$ cat src/rtl/pipeline_hazard_ctrl.sv
`default_nettype none
// ============================================================================
// pipeline_hazard_ctrl : sequencing, load-use hazard and flush control for the
//                        5-stage pipeline front end, with perf counters.
// Revision 1.0
// ============================================================================
module pipeline_hazard_ctrl #(
  parameter int DRAIN_CYCLES = 4,
  parameter int CNT_W        = 16
) (
  input  logic             clk,
  input  logic             rst_n,
  input  logic             start,
  input  logic             exMemRead,
  input  logic [4:0]       exRd,
  input  logic [4:0]       idRs1,
  input  logic [4:0]       idRs2,
  input  logic             idUsesRs2,
  input  logic             branchTaken,
  input  logic             jump,
  input  logic             endProgram,
  output logic             pcSelect,
  output logic             stall,
  output logic             flushIf,
  output logic             idBubble,
  output logic             running,
  output logic             halted,
  output logic [CNT_W-1:0] cycleCount,
  output logic [CNT_W-1:0] stallCount
);

  localparam logic [2:0] S_IDLE   = 3'd0;
  localparam logic [2:0] S_BOOT   = 3'd1;
  localparam logic [2:0] S_RUN    = 3'd2;
  localparam logic [2:0] S_DRAIN  = 3'd3;
  localparam logic [2:0] S_HALTED = 3'd4;

  localparam logic [3:0]       DRAIN_LOAD = 4'(DRAIN_CYCLES - 1);
  localparam logic [CNT_W-1:0] CNT_MAX    = {CNT_W{1'b1}};
  localparam logic [CNT_W-1:0] CNT_ONE    = {{(CNT_W-1){1'b0}}, 1'b1};

  logic [2:0]       state_q, state_d;
  logic [3:0]       drain_q, drain_d;
  logic [CNT_W-1:0] cycle_cnt_q, cycle_cnt_d;
  logic [CNT_W-1:0] stall_cnt_q, stall_cnt_d;

  logic in_run;
  logic hz;
  logic flush;

  assign in_run = (state_q == S_RUN);
  assign hz     = in_run & exMemRead & (exRd != 5'd0) &
                  ((exRd == idRs1) | (idUsesRs2 & (exRd == idRs2)));
  // A stalled branch/jump is not acted on; it re-resolves once the load clears.
  assign flush  = in_run & (branchTaken | jump) & ~hz;

  always_ff @(posedge clk or negedge rst_n) begin
    if (!rst_n) begin
      state_q     <= S_IDLE;
      drain_q     <= 4'd0;
      cycle_cnt_q <= '0;
      stall_cnt_q <= '0;
    end else begin
      state_q     <= state_d;
      drain_q     <= drain_d;
      cycle_cnt_q <= cycle_cnt_d;
      stall_cnt_q <= stall_cnt_d;
    end
  end

  always_comb begin
    state_d = state_q;
    drain_d = drain_q;
    case (state_q)
      S_IDLE:   if (start) state_d = S_BOOT;
      S_BOOT:   state_d = S_RUN;
      S_RUN: begin
        // A halt seen alongside a flush is wrong-path; alongside hz it is re-seen next cycle.
        if (endProgram & ~flush & ~hz) begin
          state_d = S_DRAIN;
          drain_d = DRAIN_LOAD;
        end
      end
      S_DRAIN: begin
        if (drain_q == 4'd0) state_d = S_HALTED;
        else                 drain_d = drain_q - 4'd1;
      end
      S_HALTED: if (start) state_d = S_BOOT;
      default:  state_d = S_IDLE;
    endcase
  end

  always_comb begin
    cycle_cnt_d = cycle_cnt_q;
    stall_cnt_d = stall_cnt_q;
    if ((in_run || state_q == S_DRAIN) && cycle_cnt_q != CNT_MAX)
      cycle_cnt_d = cycle_cnt_q + CNT_ONE;
    if (hz && stall_cnt_q != CNT_MAX)
      stall_cnt_d = stall_cnt_q + CNT_ONE;
  end

  always_comb begin
    pcSelect = 1'b0;
    stall    = 1'b0;
    flushIf  = 1'b0;
    idBubble = 1'b0;
    running  = 1'b0;
    halted   = 1'b0;
    case (state_q)
      S_IDLE: begin
        pcSelect = 1'b1;
        stall    = 1'b1;
      end
      S_BOOT: begin
        pcSelect = 1'b1;
        running  = 1'b1;
      end
      S_RUN: begin
        stall    = hz;
        idBubble = hz;
        flushIf  = flush;
        running  = 1'b1;
      end
      S_DRAIN: begin
        stall    = 1'b1;
        idBubble = 1'b1;
        running  = 1'b1;
      end
      S_HALTED: begin
        stall    = 1'b1;
        halted   = 1'b1;
      end
      default: begin
        pcSelect = 1'b1;
        stall    = 1'b1;
      end
    endcase
  end

  assign cycleCount = cycle_cnt_q;
  assign stallCount = stall_cnt_q;

endmodule
`default_nettype wire

$ cat config.mk
export PLATFORM = sky130hd
export DESIGN_NAME = pipeline_hazard_ctrl
export DESIGN_NICKNAME = d
export VERILOG_FILES = /design/src/rtl/pipeline_hazard_ctrl.sv
export SDC_FILE = /design/constraint.sdc
export NUM_CORES = 1
export LEC_CHECK = 0
export ABC_AREA = 1
export BUFFER_PORTS_ARGS = -buffer_cell sky130_fd_sc_hd__buf_2
export CAP_MARGIN = 30
export CORE_MARGIN = 2
export CORE_UTILIZATION = 60
export CTS_BUF_LIST = sky130_fd_sc_hd__clkbuf_4 sky130_fd_sc_hd__clkbuf_8
export CTS_CLUSTER_DIAMETER = 120
export CTS_CLUSTER_SIZE = 8
export DETAILED_ROUTE_END_ITERATION = 16
export PLACE_DENSITY = 0.86
export SETUP_SLACK_MARGIN = 0.02
export SYNTH_ARGS = -nofsm -noshare
export SYNTH_HDL_FRONTEND = slang
export SYNTH_SLANG_ARGS = --single-unit
$ cat constraint.sdc
create_clock -name clk -period 3.78 [get_ports clk]
set_input_delay 0.756 -clock clk [delete_from_list [all_inputs] [get_ports clk]]
set_output_delay 0.756 -clock clk [all_outputs]
set_load 0.03 [all_outputs]
==> flow_summary.json, run 1 <==
{
  "run_status": "finished, final reports clean",
  "hp-start": "stallCount[12]$_DFFE_PN0P_",
  "tns_ps": 0,
  "fmax_mhz": 372,
  "num_vias": 2390,
  "worstReg2RegStart": "stallCount[0]$_DFFE_PN0P_",
  "synthFlopType": "dfrtp_1",
  "clkSlewWorstSetupHoldPaths_ps": 70,
  "synth.distinct_cells": 28,
  "tightest_slew_ps": 842,
  "swShare_pct": 45.3,
  "path_max_fanout": 15,
  "die_w_um": 68.7,
  "p_int_uw": 816,
  "post_cts_buffers": 0,
  "finalCriticalPeriod_ps": 2690,
  "die_area_um2": 4720,
  "hpwl_mm": 4.15,
  "h-tree-depth": 2,
  "rows": 23,
  "rrSetupSlack_ps": 1900,
  "min_period_over_period_pct": 71.1,
  "drc": 0,
  "start_util_pct": 62.7,
  "reg2reg_depth": 8,
  "clkPwrFrac_pct": 19.2,
  "synth_most_common_cell": "nand2_1",
  "syn_area_um2": 2510,
  "hold_viol_final": 0,
  "core-area_um2": 4000,
  "min_path_cells": 2,
  "combPwrFrac_pct": 42.5,
  "grt_pass1_vias": 2182,
  "fp.dieH_um": 68.7,
  "antenna_found_initial": 0,
  "nNetsFinal": 442,
  "grt_pass1_wl_mm": 9.18,
  "ys_warn_count": 0,
  "rsz0062_at_grt": "false",
  "wire_per_inst_um": 11.6,
  "async_flop_share_pct": 100,
  "first_pass_iters": 4,
  "worstPathRequired_ps": 3020,
  "cts_buffers": 5,
  "drt.antenna.violating_nets": 0,
  "cts_tree": "built",
  "syn_inst": 352,
  "n_antenna_cell": 0,
  "dp_cells": 458,
  "hold_ws_ps": 517,
  "yosysSeqAreaShare_pct": 38.9,
  "post_cts_resized": 0,
  "syn_area_per_cell_um2": 7.13,
  "vias_per_cell": 5.13,
  "ctsHoldBuffers": 0,
  "synth_top_area_cell": "dfrtp_1",
  "power_density_nw_per_um2": 508,
  "switchingPower_uw": 675,
  "synth.area.top_cells": "dfrtp_1 (39%), nand2_1 (16%), xor2_1 (7.3%)",
  "gp_congestion": 0.879,
  "grt.overflow.total": 0,
  "ir_drop_uv": 295,
  "slew_violations": 0,
  "arrival_ps": 1930,
  "setup_ws_ps": 1090,
  "grt_usage_pct": 25.8,
  "ys_ff_latch": 39,
  "clk_latency_ps": 300,
  "dp_slack_ps": 1090,
  "root_buffer": "clkbuf_8",
  "p_leak_nw": 1.59,
  "synth_edf_count": 0,
  "setup_viol": 0,
  "holdCritPathClass": "flip-flop to flip-flop",
  "grt_max_degree": 40,
  "drv_cap": 0,
  "synth_top_cell_area_share_pct": 38.9,
  "critPathCaptureType": "output pin",
  "instances_no_fill": 466,
  "portBuffers": 60,
  "start_kind": "primary input",
  "ys_top_cells_by_count": "nand2_1 (110), inv_1 (46), dfrtp_1 (39), nor2_1 (36), nand3_1 (33)",
  "reg2reg_to": "stallCount[5]$_DFFE_PN0P_",
  "drt_iter0_drc": 150,
  "whs_endpoint": "stallCount[12]$_DFFE_PN0P_",
  "clock_sinks": 39,
  "power_frac_seq_pct": 38.3,
  "wl_mm": 5.41,
  "syn_nets": 379,
  "max_slew_margin_pct": 43.9,
  "io_pins": 61,
  "finalClockSkew_ps": 8.10,
  "clockBufferDepth": 2,
  "layout-drive-gt1-share_pct": 20.4,
  "critical_path_class": "primary input to output pin",
  "syn2layout_area_growth_pct": 16.9,
  "final_util_pct": 73.4
}
==> through the flow <==
| step | area (um^2) | total power [mW] |
|---|---|---|
| 6_report | 2940 | 1.49 |
| 2_1_floorplan | 2510 | 1.03 |
| 5_1_grt | 2940 | 1.60 |
| 4_1_cts | 2940 | 1.50 |
| 3_5_place_dp | 2850 | 1.21 |
| 3_3_place_gp | 2850 | 1.19 |
==> flip-flops by register name, indices dropped and copies added (netlist names) <==
signal and cells:
cycleCount 16, stallCount 16, drain_q 4, state_q 3
==> layer usage <==
layer / vias to the layer above / track usage, % / wire length, um
met5: - / 0 / 0
met4: 0 / 9.25 / 75
met3: 8 / 4.38 / 240
met2: 66 / 46.0 / 2700
met1: 1090 / 31.1 / 2400
li1: 1226 / - / -
==> critical path, cell delays in order <==
cell,delay [ps]
buf_2,120
inv_1,70
nand2_1,50
nand2_1,60
nor2_1,40
nand3_1,70
nand2_1,60
nand2_2,130
clkinv_2,230
nor2_1,140
buf_2,200
==> layout make-up <==
type	count	area, um^2
clock buffers	6	76.3
clock inverters	2	12.5
fillers	307	1060
inverters	51	194
multi-input cells	258	1310
flip-flops and latches	39	976
well taps	50	62.6
repair buffers	60	300
==> worst max-delay path by stage <==
stage,from,endpoint,slack [ps]
3_3_place_gp,exRd[1],flushIf,1140
4_1_cts,exRd[3],flushIf,1080
5_1_grt,exRd[2],flushIf,900
2_1_floorplan,exRd[2],flushIf,1150
3_5_place_dp,exRd[3],flushIf,1090
6_report,exRd[2],flushIf,1090
==> placed cells by master, fill, tap and decap left out <==
cell	instances
nand2_2	3
ha_1	4
nor2_1	36
dfrtp_1	39
or2_2	2
clkinvlp_4	1
nor2_2	1
nand4_4	1
a21oi_1	2
and2_1	1
clkbuf_8	5
inv_1	46
a21oi_2	1
nand2_4	1
xnor2_1	7
clkbuf_4	1
nor3_1	13
nand3_1	33
buf_2	60
nand3b_1	1
o2111ai_1	1
xor2_1	21
nand2_1	110
nand4_1	6
o21ai_1	4
o21ai_0	7
clkinv_2	3
inv_2	3
nor3_4	1
nor3_2	2
==> cell families (layout without fill, tap and decap cells) <==
logic type / after synthesis / after routing / share of synthesized area, %
fa+ha+maj: 4 / 4 / 1.99
xor+xnor: 28 / 28 / 9.77
simple gates: 211 / 211 / 37.3
compound gates: 15 / 15 / 3.29
buf+inv: 55 / 119 / 8.77
flops: 39 / 39 / 38.9
==> power groups by stage <==
stage          sequential, mW  clock, mW  combinational (mW)
6_report                0.571      0.286               0.634
5_1_grt                 0.580      0.305               0.715
4_1_cts                 0.569      0.290               0.637
3_5_place_dp            0.576          0               0.634
3_3_place_gp            0.575          0               0.613
2_1_floorplan           0.644          0               0.387
No activity file was read; power rests on OpenSTA's default activity.
==> inputs of run 2 (changes only) <==
CORE_UTILIZATION = 50   (was 60)
PLACE_DENSITY = 0.76   (was 0.86)
clock period = 2.3 ns   (was 3.78 ns; I/O delays follow)
==> run 2 against run 1 <==
Compared with the run above: sequential share of layout area decreased by 0.71 points; global-route usage decreased by 4.5 points; critical endpoint is now idBubble; sequential power is 64% higher; clock power is 82% higher; largest power group unchanged; power rose by 67%; combinational power is 62% higher; highest routed layer unchanged; design area is 2.2% higher; via count grew 0.88%; clock-buffer cell count is 2 higher; final cell count rose by 4.1%; sequential cell count stayed put.
==> flow_summary.json, run 2 (synthesis gave the netlist of run 1 again) <==
{
  "run_status": "finished, final reports clean",
  "ir_drop_uv": 422,
  "critPathCaptureType": "output pin",
  "fin_area_um2": 3000,
  "clkSlewWorstSetupHoldPaths_ps": 80,
  "gp_congestion": 0.871,
  "drt.antenna.violating_nets": 0,
  "first_pass_iters": 5,
  "fmax_mhz": 474,
  "finalCriticalPeriod_ps": 2110,
  "core-area_um2": 4790,
  "path_max_fanout": 7,
  "finalClockSkew_ps": 4.49,
  "multi_input_comb_area_um2": 1310,
  "fill_cells": 449,
  "path_buf_inv": 2,
  "setup_viol": 0,
  "final_common_cell": "nand2_1",
  "portBuffers": 60,
  "vias_per_cell": 4.97,
  "tns_ps": 0,
  "io_pins": 61,
  "drt_iter0_drc": 129,
  "worstPathCellList": "inv_2 > nand2_1 > nor2_2 > nand2_1 > a21oi_2 > nand2_2 > nand2_1 > buf_2",
  "post_cts_resized": 0,
  "die_w_um": 74.9,
  "clk_latency_ps": 290,
  "grt_max_degree": 40,
  "drc": 0,
  "max_slew_margin_pct": 73.1,
  "max_stage_delay_ps": 410,
  "num_vias": 2411,
  "place_area_um2": 2900,
  "grt.overflow.total": 0,
  "cts_tree": "built",
  "nNetsFinal": 444,
  "rows": 25,
  "start_util_pct": 52.4,
  "power_density_nw_per_um2": 828,
  "min_period_over_period_pct": 91.8,
  "wl_mm": 5.42,
  "slowest_stage": "dfrtp_1",
  "grt_pass1_vias": 2107,
  "start_kind": "flip-flop",
  "grt_pass1_wl_mm": 9.25,
  "holdCritPathClass": "primary input to async pin",
  "cpMostUsedCell": "nand2_1",
  "fp.dieH_um": 74.9,
  "hpwl_mm": 4.10,
  "clock_sinks": 39,
  "wire_per_inst_um": 11.2,
  "p_leak_nw": 1.62,
  "cts_buffers": 5,
  "critical_path_class": "flip-flop to output pin",
  "rsz0062_at_grt": "false",
  "slew_violations": 0,
  "worstPathRequired_ps": 1840,
  "h-tree-depth": 2,
  "seqCellArea_um2": 976,
  "die_area_um2": 5600,
  "final_cell_mix": "nand2_1 (110), buf_2 (60), inv_1 (46)",
  "hold_viol_final": 0,
  "drv_cap": 0,
  "arrival_ps": 1650,
  "crit_family": "simple AND/OR/NAND/NOR gates",
  "antenna_found_initial": 0,
  "n_antenna_cell": 0,
  "tightest_slew_ps": 400,
  "ctsHoldBuffers": 0,
  "syn2layout_area_growth_pct": 19.5,
  "layout-drive-gt1-share_pct": 20.8,
  "post_cts_buffers": 0,
  "grt_usage_pct": 21.4,
  "root_buffer": "clkbuf_8",
  "clockBufferDepth": 2
}
## run 2: cell types whose count changed in the layout (fill, tap and decap cells not counted), sizes merged
cell / before / now
buf: 60 / 62
clkbuf: 6 / 8
clkinv: 3 / 2
clkinvlp: 1 / 0
## run 2: final timing paths
| kind | to | startpoint | slack, ps | depth (start not counted) |
|---|---|---|---|---|
| worst min-delay path | cycleCount[14]$_DFFE_PN0P_ | rst_n | 120 | 2 |
| worst min register to register | cycleCount[2]$_DFFE_PN0P_ | cycleCount[2]$_DFFE_PN0P_ | 520 | 1 |
| max in group asynchronous | state_q[0]$_DFFE_PN0P_ | rst_n | 1980 | 2 |
| worst max register to register | stallCount[2]$_DFFE_PN0P_ | state_q[2]$_DFFE_PN0P_ | 470 | 11 |
| min in group clk | state_q[1]$_DFFE_PN0P_ | start | 500 | 3 |
| worst max-delay path | idBubble | state_q[2]$_DFFE_PN0P_ | 190 | 8 |
## run 2: layout make-up
cell class	instances	area share [%]
Tap cell	67	2.80
Sequential cell	39	32.5
Clock buffer	8	3.46
Multi-Input combinational cell	258	43.8
Inverter	51	6.47
Timing Repair Buffer	62	10.9
## run 2: report_power, final
group / switching (mW) / total, mW / internal, mW
Clock: 0.235 / 0.520 / 0.286
Combinational: 0.714 / 1.03 / 0.313
Sequential: 0.129 / 0.936 / 0.807
## run 2: metal layers
| layer | up-vias | share of wire [%] | GRT usage, % |
|---|---|---|---|
| met5 | - | 0 | 0 |
| met4 | 0 | 1.1 | 7.34 |
| met3 | 5 | 5.0 | 4.42 |
| met2 | 69 | 49 | 36.5 |
| met1 | 1110 | 45 | 26.8 |
| li1 | 1227 | - | - |
## run 2: per-stage QoR
stage	power, mW	util, %	std cells	hold WS, ps	setup slack (ps)
finish	2.48	62.7	485	120	190
floorplan	1.69	-	352	164	261
global placement	1.96	60.5	477	446	431
global route	2.68	62.7	485	126	45.2
detailed placement	1.99	60.5	477	446	381
CTS	2.51	62.7	485	130	183
